<file path="config.mk">
export PLATFORM = sky130hd
export DESIGN_NAME = uart_fifo_ctrl
export DESIGN_NICKNAME = d
export VERILOG_FILES = /design/src/rtl/uart_fifo_ctrl.sv
export SDC_FILE = /design/constraint.sdc
export NUM_CORES = 1
export LEC_CHECK = 0
export CORE_MARGIN = 2
export CORE_UTILIZATION = 45
export DETAILED_ROUTE_END_ITERATION = 8
export PLACE_DENSITY_LB_ADDON = 0.3
export SLEW_MARGIN = 20
export SYNTH_ARGS = -nofsm -noshare
export SYNTH_HDL_FRONTEND = slang
export SYNTH_SLANG_ARGS = --single-unit
</file>
<file path="constraint.sdc">
create_clock -name CLOCK -period 3.55 [get_ports CLOCK]
set_input_delay 0.71 -clock CLOCK [delete_from_list [all_inputs] [get_ports CLOCK]]
set_output_delay 0.71 -clock CLOCK [all_outputs]
set_load 0.1 [all_outputs]
</file>
<file path="src/rtl/uart_fifo_ctrl.sv">
// UART subsystem: TX FIFO -> serialiser, deserialiser -> RX FIFO, with
// configurable parity/stop bits, sticky error flags, interrupts and loopback.
module uart_fifo_ctrl #(
    parameter int unsigned DATA_W       = 8,
    parameter int unsigned DEPTH        = 16,
    parameter int unsigned CLKS_PER_BIT = 16,
    parameter int unsigned PARITY       = 0,
    parameter int unsigned STOP_BITS    = 1
) (
    input  logic              CLOCK,
    input  logic              RESET,
    input  logic              WR_EN,
    input  logic [DATA_W-1:0] DATA_IN,
    input  logic              RD_EN,
    output logic [DATA_W-1:0] DATA_OUT,
    output logic              TX_FULL,
    output logic              TX_EMPTY,
    output logic              RX_EMPTY,
    output logic              RX_FULL,
    output logic              TXD,
    input  logic              RXD,
    input  logic              LOOPBACK,
    input  logic              CLR_ERR,
    output logic              NINTO,
    output logic              NINTI,
    output logic              PAR_ERR,
    output logic              FRM_ERR,
    output logic              OVR_ERR
);
    localparam int unsigned AW = $clog2(DEPTH);
    localparam int unsigned PW = AW + 1;
    localparam int unsigned CW = $clog2(CLKS_PER_BIT);
    localparam int unsigned BW = $clog2(DATA_W);

    typedef enum logic [2:0] {S_IDLE, S_START, S_DATA, S_PARITY, S_STOP} state_e;

    // Value of the parity bit that accompanies data word d.
    function automatic logic parity_bit(input logic [DATA_W-1:0] d);
        return (PARITY == 1) ? ~(^d) : (^d);
    endfunction

    // ---------------- TX FIFO ----------------
    logic [DATA_W-1:0] tx_mem [DEPTH];
    logic [PW-1:0]     tx_wptr_q, tx_rptr_q, tx_wptr_d, tx_rptr_d;
    logic              tx_push, tx_load, tx_empty_d;
    logic [DATA_W-1:0] tx_head;

    assign TX_EMPTY = (tx_wptr_q == tx_rptr_q);
    assign TX_FULL  = (tx_wptr_q[AW] != tx_rptr_q[AW]) &&
                      (tx_wptr_q[AW-1:0] == tx_rptr_q[AW-1:0]);
    assign tx_push  = WR_EN && !TX_FULL;
    assign tx_head  = tx_mem[tx_rptr_q[AW-1:0]];

    always_comb begin
        tx_wptr_d  = tx_wptr_q + PW'(tx_push);
        tx_rptr_d  = tx_rptr_q + PW'(tx_load);
        tx_empty_d = (tx_wptr_d == tx_rptr_d);
    end

    always_ff @(posedge CLOCK or posedge RESET) begin
        if (RESET) begin
            tx_wptr_q <= '0;
            tx_rptr_q <= '0;
        end else begin
            tx_wptr_q <= tx_wptr_d;
            tx_rptr_q <= tx_rptr_d;
        end
    end

    always_ff @(posedge CLOCK) begin
        if (tx_push) tx_mem[tx_wptr_q[AW-1:0]] <= DATA_IN;
    end

    // ---------------- TX engine ----------------
    state_e            tx_state_q;
    logic [CW-1:0]     tx_cnt_q;
    logic [BW-1:0]     tx_bit_q;
    logic              tx_stop_q;
    logic [DATA_W-1:0] tx_sh_q;
    logic              tx_par_q;
    logic              tx_txd_q;
    logic              ninto_q;
    logic              tx_bit_done, tx_frame_end, tx_idle_d;

    assign tx_bit_done  = (tx_cnt_q == CW'(CLKS_PER_BIT - 1));
    assign tx_frame_end = (tx_state_q == S_STOP) && tx_bit_done &&
                          (tx_stop_q == 1'(STOP_BITS - 1));
    // A new frame starts straight from IDLE or from the end of the last stop bit.
    assign tx_load      = !TX_EMPTY && ((tx_state_q == S_IDLE) || tx_frame_end);
    assign tx_idle_d    = !tx_load && ((tx_state_q == S_IDLE) || tx_frame_end);

    always_ff @(posedge CLOCK or posedge RESET) begin
        if (RESET) begin
            tx_state_q <= S_IDLE;
            tx_cnt_q   <= '0;
            tx_bit_q   <= '0;
            tx_stop_q  <= 1'b0;
            tx_sh_q    <= '0;
            tx_par_q   <= 1'b0;
            tx_txd_q   <= 1'b1;
        end else if (tx_load) begin
            tx_state_q <= S_START;
            tx_cnt_q   <= '0;
            tx_sh_q    <= tx_head;
            tx_par_q   <= parity_bit(tx_head);
            tx_txd_q   <= 1'b0;
        end else begin
            tx_cnt_q <= tx_bit_done ? '0 : tx_cnt_q + CW'(1);
            case (tx_state_q)
                S_IDLE: begin
                    tx_cnt_q <= '0;
                    tx_txd_q <= 1'b1;
                end
                S_START: begin
                    if (tx_bit_done) begin
                        tx_state_q <= S_DATA;
                        tx_bit_q   <= '0;
                        tx_txd_q   <= tx_sh_q[0];
                        tx_sh_q    <= tx_sh_q >> 1;
                    end
                end
                S_DATA: begin
                    if (tx_bit_done) begin
                        if (tx_bit_q == BW'(DATA_W - 1)) begin
                            if (PARITY != 0) begin
                                tx_state_q <= S_PARITY;
                                tx_txd_q   <= tx_par_q;
                            end else begin
                                tx_state_q <= S_STOP;
                                tx_stop_q  <= 1'b0;
                                tx_txd_q   <= 1'b1;
                            end
                        end else begin
                            tx_bit_q <= tx_bit_q + BW'(1);
                            tx_txd_q <= tx_sh_q[0];
                            tx_sh_q  <= tx_sh_q >> 1;
                        end
                    end
                end
                S_PARITY: begin
                    if (tx_bit_done) begin
                        tx_state_q <= S_STOP;
                        tx_stop_q  <= 1'b0;
                        tx_txd_q   <= 1'b1;
                    end
                end
                S_STOP: begin
                    if (tx_frame_end)     tx_state_q <= S_IDLE;
                    else if (tx_bit_done) tx_stop_q  <= 1'b1;
                end
                default: tx_state_q <= S_IDLE;
            endcase
        end
    end

    // Registered from next-state values so it tracks the FIFO/engine without lag.
    always_ff @(posedge CLOCK or posedge RESET) begin
        if (RESET) ninto_q <= 1'b1;
        else       ninto_q <= !(tx_empty_d && tx_idle_d);
    end

    assign TXD   = LOOPBACK ? 1'b1 : tx_txd_q;
    assign NINTO = ninto_q;

    // ---------------- RX engine ----------------
    logic              rxd_s1_q, rxd_s2_q, rx_prev_q;
    logic              rx_bit;
    state_e            rx_state_q;
    logic [CW-1:0]     rx_cnt_q;
    logic [BW-1:0]     rx_bit_q;
    logic [DATA_W-1:0] rx_sh_q;
    logic              rx_bit_done, rx_half_done, rx_stop_smp;
    logic              rx_push, rx_pop, par_ev, frm_ev, ovr_ev;

    assign rx_bit       = LOOPBACK ? tx_txd_q : rxd_s2_q;
    assign rx_bit_done  = (rx_cnt_q == CW'(CLKS_PER_BIT - 1));
    assign rx_half_done = (rx_cnt_q == CW'(CLKS_PER_BIT / 2 - 1));
    assign rx_stop_smp  = (rx_state_q == S_STOP) && rx_bit_done;
    assign par_ev       = (rx_state_q == S_PARITY) && rx_bit_done &&
                          (rx_bit != parity_bit(rx_sh_q));
    assign frm_ev       = rx_stop_smp && !rx_bit;
    assign ovr_ev       = rx_stop_smp && rx_bit && RX_FULL;
    assign rx_push      = rx_stop_smp && rx_bit && !RX_FULL;

    always_ff @(posedge CLOCK or posedge RESET) begin
        if (RESET) begin
            rxd_s1_q  <= 1'b1;
            rxd_s2_q  <= 1'b1;
            rx_prev_q <= 1'b1;
        end else begin
            rxd_s1_q  <= RXD;
            rxd_s2_q  <= rxd_s1_q;
            rx_prev_q <= rx_bit;
        end
    end

    always_ff @(posedge CLOCK or posedge RESET) begin
        if (RESET) begin
            rx_state_q <= S_IDLE;
            rx_cnt_q   <= '0;
            rx_bit_q   <= '0;
            rx_sh_q    <= '0;
        end else begin
            rx_cnt_q <= rx_bit_done ? '0 : rx_cnt_q + CW'(1);
            case (rx_state_q)
                S_IDLE: begin
                    rx_cnt_q <= '0;
                    if (rx_prev_q && !rx_bit) rx_state_q <= S_START;
                end
                S_START: begin
                    // Confirm the start bit at its centre; a high line here was a glitch.
                    if (rx_half_done) begin
                        rx_cnt_q   <= '0;
                        rx_bit_q   <= '0;
                        rx_state_q <= rx_bit ? S_IDLE : S_DATA;
                    end
                end
                S_DATA: begin
                    if (rx_bit_done) begin
                        rx_sh_q <= {rx_bit, rx_sh_q[DATA_W-1:1]};
                        if (rx_bit_q == BW'(DATA_W - 1))
                            rx_state_q <= (PARITY != 0) ? S_PARITY : S_STOP;
                        else
                            rx_bit_q <= rx_bit_q + BW'(1);
                    end
                end
                S_PARITY: if (rx_bit_done) rx_state_q <= S_STOP;
                S_STOP:   if (rx_bit_done) rx_state_q <= S_IDLE;
                default:  rx_state_q <= S_IDLE;
            endcase
        end
    end

    // ---------------- RX FIFO ----------------
    logic [DATA_W-1:0] rx_mem [DEPTH];
    logic [PW-1:0]     rx_wptr_q, rx_rptr_q;

    assign RX_EMPTY = (rx_wptr_q == rx_rptr_q);
    assign RX_FULL  = (rx_wptr_q[AW] != rx_rptr_q[AW]) &&
                      (rx_wptr_q[AW-1:0] == rx_rptr_q[AW-1:0]);
    assign rx_pop   = RD_EN && !RX_EMPTY;
    assign DATA_OUT = RX_EMPTY ? '0 : rx_mem[rx_rptr_q[AW-1:0]];
    assign NINTI    = RX_EMPTY;

    always_ff @(posedge CLOCK or posedge RESET) begin
        if (RESET) begin
            rx_wptr_q <= '0;
            rx_rptr_q <= '0;
        end else begin
            rx_wptr_q <= rx_wptr_q + PW'(rx_push);
            rx_rptr_q <= rx_rptr_q + PW'(rx_pop);
        end
    end

    always_ff @(posedge CLOCK) begin
        if (rx_push) rx_mem[rx_wptr_q[AW-1:0]] <= rx_sh_q;
    end

    // ---------------- Sticky error flags ----------------
    logic par_err_q, frm_err_q, ovr_err_q;

    always_ff @(posedge CLOCK or posedge RESET) begin
        if (RESET) begin
            par_err_q <= 1'b0;
            frm_err_q <= 1'b0;
            ovr_err_q <= 1'b0;
        end else begin
            par_err_q <= par_ev | (par_err_q & ~CLR_ERR);
            frm_err_q <= frm_ev | (frm_err_q & ~CLR_ERR);
            ovr_err_q <= ovr_ev | (ovr_err_q & ~CLR_ERR);
        end
    end

    assign PAR_ERR = par_err_q;
    assign FRM_ERR = frm_err_q;
    assign OVR_ERR = ovr_err_q;

endmodule
</file>
==> results.txt <==
Synthesis-to-finish area growth -> 16.8%
Synth Net Count -> 736
Gate Count Post-Synth -> 707
Clk Latency, worst-skew pair -> 0.53 ns
HP Start -> rxd_s1_q$_DFF_PP1_
Flops & latches, synth -> 321
RSZ-0062 raised after global routing -> no
Post-synth EDFFs -> 256
Max VDD drop -> 447 uV
Syn Area/Cell -> 18.6 um^2
FP Rows -> 62
Drt wl/cell -> 21.6 um
Number of warnings issued by yosys -> 0
Worst-Margin Slew -> 0.963 ns
Vias in the first global route -> 6950
Clock Pin Slew Worst Setup and Hold Paths -> 0.06 ns
Switch share -> 29.9%
Reg-to-Reg End -> NINTO$_DFF_PP1_
Prevailing post-synth register cell -> edfxtp_1
WS Path Type -> reg2out
Worst Setup Start Kind -> register
R2R depth -> 10
Die Y -> 175 um
Port Buf Inserts -> 32
Via count -> 6659
Period utilization -> 96.1%
IO Pins -> 33
Fmax -> 293 MHz
Clk sink count -> 321
Floorplan core area -> 28800 um^2
Placed insts -> 1123
Antenna violations before repair -> 1
Comb pwr share -> 26.9%
Hold Path End -> rxd_s2_q$_DFF_PP1_
Total gr overflow -> 0
Post-synthesis sequential area ratio -> 70.8%
Initial Utilization -> 45.7%
Netlist cell types -> 57
Flop2flop setup slack -> 0.88 ns
Die area -> 30600 um^2
Final HPWL DP -> 16.6 mm
Setup TNS -> 0 ns
FF-to-FF Start -> tx_wptr_q[2]$_DFF_PP0_
Clock Path Buffers -> 3
First-pass GRT wire length -> 39.9 mm
TritonCTS clock tree -> yes
Max Cap Viol -> 0
Slew HR -> 35.6%
Via density -> 5.60
Worst EP required -> 2.84 ns
Drt first pass iters -> 5
Die X -> 175 um
Power Density -> 749 nW/um^2
Initial DRC count -> 632
Largest net degree at the start of global routing -> 47
Final hold vios -> 0
P_sw -> 3450 uW
Status -> finished clean
Clk_skew -> 0.0236 ns
H-tree Lvls -> 2
Slew Limit Fails -> 0
Antenna Cells -> 0
Hold path depth -> 0
DRC Markers -> 0
Area of the mapped netlist -> 13200 um^2
Final ANT Viol Nets -> 0
All-layer global routing usage -> 17.2%
Internal -> 8070 uW
Post-synth ARST share -> 20.2%
Final cell count without fillers -> 1189
Clk pwr share -> 31.7%
Nets -> 810
Setup violations, final -> 0
Seq pwr share -> 41.4%
Layout cell share with drive strength beyond 1 -> 22.1%
Root buf cell -> clkbuf_16
Fin crit period -> 3.41 ns
Num CTS Buffers -> 36
Hold Buf Count CTS -> 0
Critical Path End Type -> primary output
GP Congestion -> 0.829
Worst hold path type -> reg2reg
Critical path arrival -> 2.70 ns
Pleak -> 0.00571 uW
WL final -> 25.7 mm
Crit path max fanout -> 12
[per-layer routing]
metal	up-vias	track usage, %	wire, um
li1	2956	-	-
met1	3446	23.2	10600
met2	217	28.8	12800
met3	38	3.29	1740
met5	-	0	11
met4	2	4.48	510
[sequential cells by signal, summed over array words and instances (netlist names), 4 cells and up]
signal	cells
tx_sh_q	8
rx_cnt_q	4
rx_wptr_q	5
tx_wptr_q	5
rx_sh_q	8
rx_rptr_q	5
rx_mem	128
tx_cnt_q	4
tx_mem	128
tx_rptr_q	5
[cell families (layout without fill, tap and decap cells)]
kind of cell	after synthesis	after routing	share of synthesized area (%)
buf+inv	49	147	2.00
mux	100	100	15.0
simple gates	133	133	5.09
xor+xnor	36	36	2.50
flops	321	321	70.8
compound gates	54	54	3.19
fa+ha+maj	14	14	1.33
[power by group through the flow]
stage	Clock (uW)	Sequential (uW)	Combinational [uW]
after floorplan	0	4670	2410
after global placement	0	4820	3030
after detailed placement	0	4850	3090
after CTS	3730	4780	3100
after global routing	3880	4810	3310
final	3650	4770	3100
[layout make-up]
cell class | instances | area (um^2)
timing repair buffer | 69 | 748
tap | 384 | 480
clock buffer | 41 | 940
sequential | 321 | 9330
inverter | 16 | 60.1
multi-input combinational | 337 | 3570
fill | 2181 | 13400
clock inverter | 21 | 241
[stage by stage]
stage,worst slack (ns),power [uW],area (um^2),hold WS [ns],util [%]
2_1_floorplan,0.0278,7080,13200,0.345,-
3_3_place_gp,0.608,7850,14200,0.350,49.2
3_5_place_dp,0.553,7940,14200,0.355,49.2
4_1_cts,0.0488,11600,15300,0.367,53.3
5_1_grt,0.0495,12000,15400,0.372,53.4
6_report,0.140,11500,15400,0.363,53.4
[synth_stat cells, types with 2 or more instances]
cell	instances	area (um^2)
or3b_1	2	17.5
nand4b_1	2	17.5
nand2b_1	7	43.8
edfxtp_1	256	7690
a21oi_1	7	35.0
clkbuf_1	14	52.6
mux4_2	51	1150
a211o_1	2	17.5
nor3_1	13	65.1
mux4_1	20	526
buf_4	8	60.1
a22o_1	16	140
dfstp_2	5	131
nand4_1	3	18.8
ha_1	14	175
o2111ai_1	8	70.1
mux2_2	3	33.8
buf_8	3	45.0
buf_2	6	30.0
and3_1	2	12.5
o211a_1	2	20.0
dfrtp_1	60	1500
mux2_1	6	67.6
nand3b_1	3	22.5
inv_2	2	7.51
o21ai_0	8	40.0
mux2i_1	19	190
xnor2_1	28	245
or2_2	3	18.8
nand2_1	17	63.8
nor2_1	47	176
nand3_1	13	65.1
inv_1	14	52.6
xor2_1	7	61.3
nor2b_1	14	87.6
[worst max-delay path: stages, from the launching register on]
cell     delay [ns]
dfrtp_4        0.51
buf_12         0.18
mux4_1         0.61
mux4_2         0.47
nor2b_1        0.19
buf_12         0.22
[placed cells by master, fill, tap and decap left out, types with 8 or more instances in the layout]
cell             count
nor2_1              46
ha_1                14
mux4_2              51
nand2_1             17
edfxtp_1           256
clkbuf_16           36
dfrtp_1             58
nor3_1              13
xnor2_1             28
o2111ai_1            8
nand3_1             13
buf_12              15
nor2b_1             14
a22o_1              16
mux4_1              20
buf_4               37
o21ai_0              8
inv_1               13
mux2i_1             19
clkdlybuf4s50_1     17
[repair_timing]
action	in CTS	in global routing
setup endpoints to repair	1	1
gates cloned	0	0
setup buffers	0	4
resized for setup	1	0
[how the worst max path moves through the flow]
| stage | from | end | slack, ns |
|---|---|---|---|
| global route | rx_rptr_q[0]$_DFF_PP0_ | DATA_OUT[3] | 0.05 |
| global placement | rx_rptr_q[0]$_DFF_PP0_ | DATA_OUT[2] | 0.61 |
| finish | rx_rptr_q[0]$_DFF_PP0_ | DATA_OUT[3] | 0.14 |
| floorplan | tx_wptr_q[3]$_DFF_PP0_ | NINTO$_DFF_PP1_ | 0.03 |
| detailed placement | rx_rptr_q[0]$_DFF_PP0_ | DATA_OUT[3] | 0.55 |
| CTS | rx_rptr_q[0]$_DFF_PP0_ | DATA_OUT[3] | 0.05 |
Power figures use the tool's default switching activity.
==> patch 1 (same settings) <==
`DEPTH`: 16 -> 64.
--- a/src/rtl/uart_fifo_ctrl.sv
+++ b/src/rtl/uart_fifo_ctrl.sv
@@ -2,7 +2,7 @@
 // configurable parity/stop bits, sticky error flags, interrupts and loopback.
 module uart_fifo_ctrl #(
     parameter int unsigned DATA_W       = 8,
-    parameter int unsigned DEPTH        = 16,
+    parameter int unsigned DEPTH        = 64,
     parameter int unsigned CLKS_PER_BIT = 16,
     parameter int unsigned PARITY       = 0,
     parameter int unsigned STOP_BITS    = 1
Behaviour: same outputs for any inputs over 4 cycles, from zero or initial values and one cycle with RESET high; that may be too few to reach the edited logic, so the function may still have changed.
==> patch 1 against the unedited design <==
The flow now finishes with violations (setup timing). Final area rose to 3.3 times the old value. Synthesized cell count rose to 3.1 times the old value. Sequential cell count up 776. Power rose to 3.0 times the old value. Routed wire length rose to 3.8 times the old value. Sequential power rose to 3.1 times the old value. Setup slack worse by 470 ps. Highest routed layer is now met4. Synthesized area rose to 3.3 times the old value.
==> patch 1: results (changes against the unedited design) <==
holdWs_ps: 356  # was 363 ps
grt_pass1_vias: 22700  # was 6950
vias: 21600  # was 6659
max_stage_delay_ps: 560  # was 610 ps
layout.nets: 2456  # was 810
synth.area.top_cells: "edfxtp_1, mux4_2, dfrtp_1, nor2_1, mux2i_1"  # was edfxtp_1, dfrtp_1, mux4_2, mux4_1, xnor2_1
synthTopCellsByCount: "edfxtp_1, mux4_2, nor2_1"  # was edfxtp_1, dfrtp_1, mux4_2
drtIter0Drc: 2142  # was 632
switching_share: 0.292  # was 0.299
endpoint: "DATA_OUT[2]"  # was DATA_OUT[3]
grt_max_degree: 92  # was 47
synth_adder_area_share: 0.00433  # was 0.0133
reg2regPathDepth: 11  # was 10
dp.cells: 3565  # was 1123
routedWlPerCell_um: 25.7  # was 21.6 um
worstPathMaxFanout: 10  # was 12
crit-reg2reg-launch: "tx_wptr_q[5]$_DFF_PP0_"  # was tx_wptr_q[2]$_DFF_PP0_
p_sw_mw: 10.2  # was 3.45 mW
wl_mm: 97.1  # was 25.7 mm
ir_drop_mv: 0.577  # was 0.447 mV
insertion_delay_ps: 680  # was 530 ps
seq_power_share: 0.426  # was 0.414
hold_path.class: "reg -> reg"  # unchanged
yosysSeqAreaShare: 0.752  # was 0.708
setup_tns_ps: -2420  # was 0 ps
routed-wl-met2_mm: 48.7  # was 12.8 mm
htree_levels: 3  # was 2
place_congestion: 0.832  # was 0.829
highest_layer: "met4"  # was met5
dp_slack_ps: -2.45  # was 553 ps
async_flop_share: 0.0665  # was 0.202
status: "finished with violations"  # was completed
wl_met1_mm: 39.7  # was 10.6 mm
grtUsageTotal: 0.198  # was 0.172
muxShareOfSynthArea: 0.152  # was 0.150
dr.pass1.iters: 7  # was 5
synthXorXnorAreaFrac: 0.0101  # was 0.0250
synth_cell_type_count: 62  # was 57
slew_headroom: 0.277  # was 0.356
setup_slack_ps: -335  # was 140 ps
synth-compound-area-share: 0.0258  # was 0.0319
grt_first_pass_wirelength_mm: 146  # was 39.9 mm
wl_met3_mm: 5.45  # was 1.74 mm
rrSetupSlack_ps: 490  # was 880 ps
hp-start: "rxd_s1_q$_DFF_PP1_"  # unchanged
leakage_nw: 16.1  # was 5.71 nW
cp.arrival_ps: 3180  # was 2700 ps
violations: "setup timing"
antenna_found_initial: 0  # was 1
synth-edff-count: 1024  # was 256
cts_buffers: 107  # was 36
cpMaxStageDelayCell: "mux4_2"  # was mux4_1
setup_viol: 8  # was 0
dp_hpwl_mm: 59.7  # was 16.6 mm
[patch 1: cell count changes after synthesis, sizes merged, moves of 38 or more]
cell / delta
edfxtp: +768
buf: +57
nand2: +70
nand3: +38
mux2i: +38
nor2: +113
mux4: +175
[patch 1: routing by layer]
metal	track usage	up-vias
met5	0	-
met4	0.0660	0
met3	0.0303	195
met2	0.330	729
met1	0.268	11300
li1	-	9348
[patch 1: timing repair]
| item | CTS | global route |
|---|---|---|
| buffers inserted | 3 | 9 |
| setup endpoints to repair | 8 | 10 |
| resized for setup | 22 | 11 |
| pin swaps | 3 | 4 |
| gates cloned | 3 | 2 |
[patch 1: cell type report]
| type | count | area (um^2) |
|---|---|---|
| multi-input combinational | 955 | 10300 |
| clock inverter | 64 | 578 |
| clock buffer | 130 | 2860 |
| inverter | 14 | 57.6 |
| timing repair buffer | 251 | 2380 |
| fill | 7434 | 45000 |
| tap | 1265 | 1580 |
| sequential | 1097 | 32600 |
==> patch 2 (same flow settings) <==
Made on the original files. Register the output `TXD`, with the module's reset; this adds one clock of latency there. The other outputs are not delayed to match.
--- a/src/rtl/uart_fifo_ctrl.sv
+++ b/src/rtl/uart_fifo_ctrl.sv
@@ -159,7 +159,13 @@
         else       ninto_q <= !(tx_empty_d && tx_idle_d);
     end
 
-    assign TXD   = LOOPBACK ? 1'b1 : tx_txd_q;
+    always_ff @(posedge CLOCK or posedge RESET) begin
+        if (RESET) begin
+            TXD <= '0;
+        end else begin
+            TXD <= LOOPBACK ? 1'b1 : tx_txd_q;
+        end
+    end
     assign NINTO = ninto_q;
 
     // ---------------- RX engine ----------------
Check against the original RTL: not equivalent (a bounded check fails within 4 cycles, from zero or initial values and one cycle with RESET high).
==> patch 2 against the unedited design <==
Routed wire length shrank 6.6%. Count of clock-buffer cells in the layout increased by 2. Final area decreased by 1.1%. Power down 1.7%. Global-route usage is 0.84 points lower. Sequential cell count increased by 1. Hold slack got worse by 6.4 ps. Largest power group unchanged. Critical path type unchanged. Critical path depth unchanged. Synthesized area rose by 0.16%. Clock skew fell by 8.0 ps. Sequential share of layout area increased by 0.82 points. Setup slack improved by 0.72 ps.
==> patch 2: results (changes against the unedited design) <==
status: "completed"  # unchanged
holdWs_ps: 357  # was 363 ps
leakage_nw: 5.22  # was 5.71 nW
fin_cells: 1198  # was 1189
synthesis.nets: 756  # was 736
slew_headroom: 0.344  # was 0.356
dr.pass1.iters: 4  # was 5
wl_met1_mm: 10.1  # was 10.6 mm
gr-usage-met2: 0.282  # was 0.288
antenna_found_initial: 0  # was 1
p_int_mw: 7.78  # was 8.07 mW
routedWlPerCell_um: 20.0  # was 21.6 um
worstPathMaxFanout: 32  # was 12
grt_first_pass_wirelength_mm: 38.7  # was 39.9 mm
p_per_area_mw_per_mm2: 745  # was 749 mW/mm^2
grt_util_met1: 0.214  # was 0.232
highest_layer: "met4"  # was met5
use_met3: 0.0285  # was 0.0329
powerSeq_mw: 4.73  # was 4.77 mW
synth_cell_type_count: 50  # was 57
place_congestion: 0.762  # was 0.829
pg_clk_mw: 3.28  # was 3.65 mW
rrSetupSlack_ps: 680  # was 880 ps
cts_buffers: 34  # was 36
routed-wl-met2_mm: 12.2  # was 12.8 mm
ir_drop_mv: 0.798  # was 0.447 mV
fill_cells: 2237  # was 2181
skew_ps: 15.6  # was 23.6 ps
layout.nets: 818  # was 810
wl_met3_mm: 1.26  # was 1.74 mm
synthXorXnorAreaFrac: 0.0246  # was 0.0250
grt_max_degree: 36  # was 47
## patch 2: changes by cell type after synthesis, moves of 7 or more
| cell | before | now |
|---|---|---|
| a22o_1 | 16 | 0 |
| a22oi_1 | 0 | 14 |
| a31oi_1 | 1 | 10 |
| mux2i_1 | 19 | 1 |
| mux4_1 | 20 | 28 |
| mux4_2 | 51 | 44 |
| nand2_1 | 17 | 44 |
| nor2b_4 | 0 | 8 |
| o2111ai_1 | 8 | 0 |
## patch 2: metrics by stage
step / util / setup slack (ps) / cell area (um^2)
after floorplan: - / 701 / 13200
after global placement: 0.492 / 660 / 14200
after detailed placement: 0.492 / 517 / 14200
after CTS: 0.528 / 131 / 15200
after global routing: 0.528 / 51.8 / 15200
final: 0.528 / 140 / 15200
## patch 2: final timing paths
path | startpoint | to | depth (start not counted)
worst max register to register | tx_cnt_q[0]$_DFF_PP0_ | NINTO$_DFF_PP1_ | 11
worst min-delay path | rxd_s1_q$_DFF_PP1_ | rxd_s2_q$_DFF_PP1_ | 0
min in group asynchronous | RESET | tx_cnt_q[1]$_DFF_PP0_ | 2
max in group asynchronous | RESET | rxd_s1_q$_DFF_PP1_ | 3
worst max-delay path | rx_rptr_q[0]$_DFF_PP0_ | DATA_OUT[4] | 5
worst min register to register | rxd_s1_q$_DFF_PP1_ | rxd_s2_q$_DFF_PP1_ | 0
## patch 2: critical path: stages (launching register included)
cell and delay (ps):
dfrtp_1 430, buf_12 260, mux4_1 620, mux4_2 510
nor2b_4 160, buf_12 170
## patch 2: layout make-up
cell class,instances,share of cell area
Timing Repair Buffer,61,0.0454
Sequential cell,322,0.615
Clock inverter,18,0.00881
Inverter,11,0.00272
Clock buffer,43,0.0595
Tap cell,384,0.0316
Multi-Input combinational cell,359,0.237
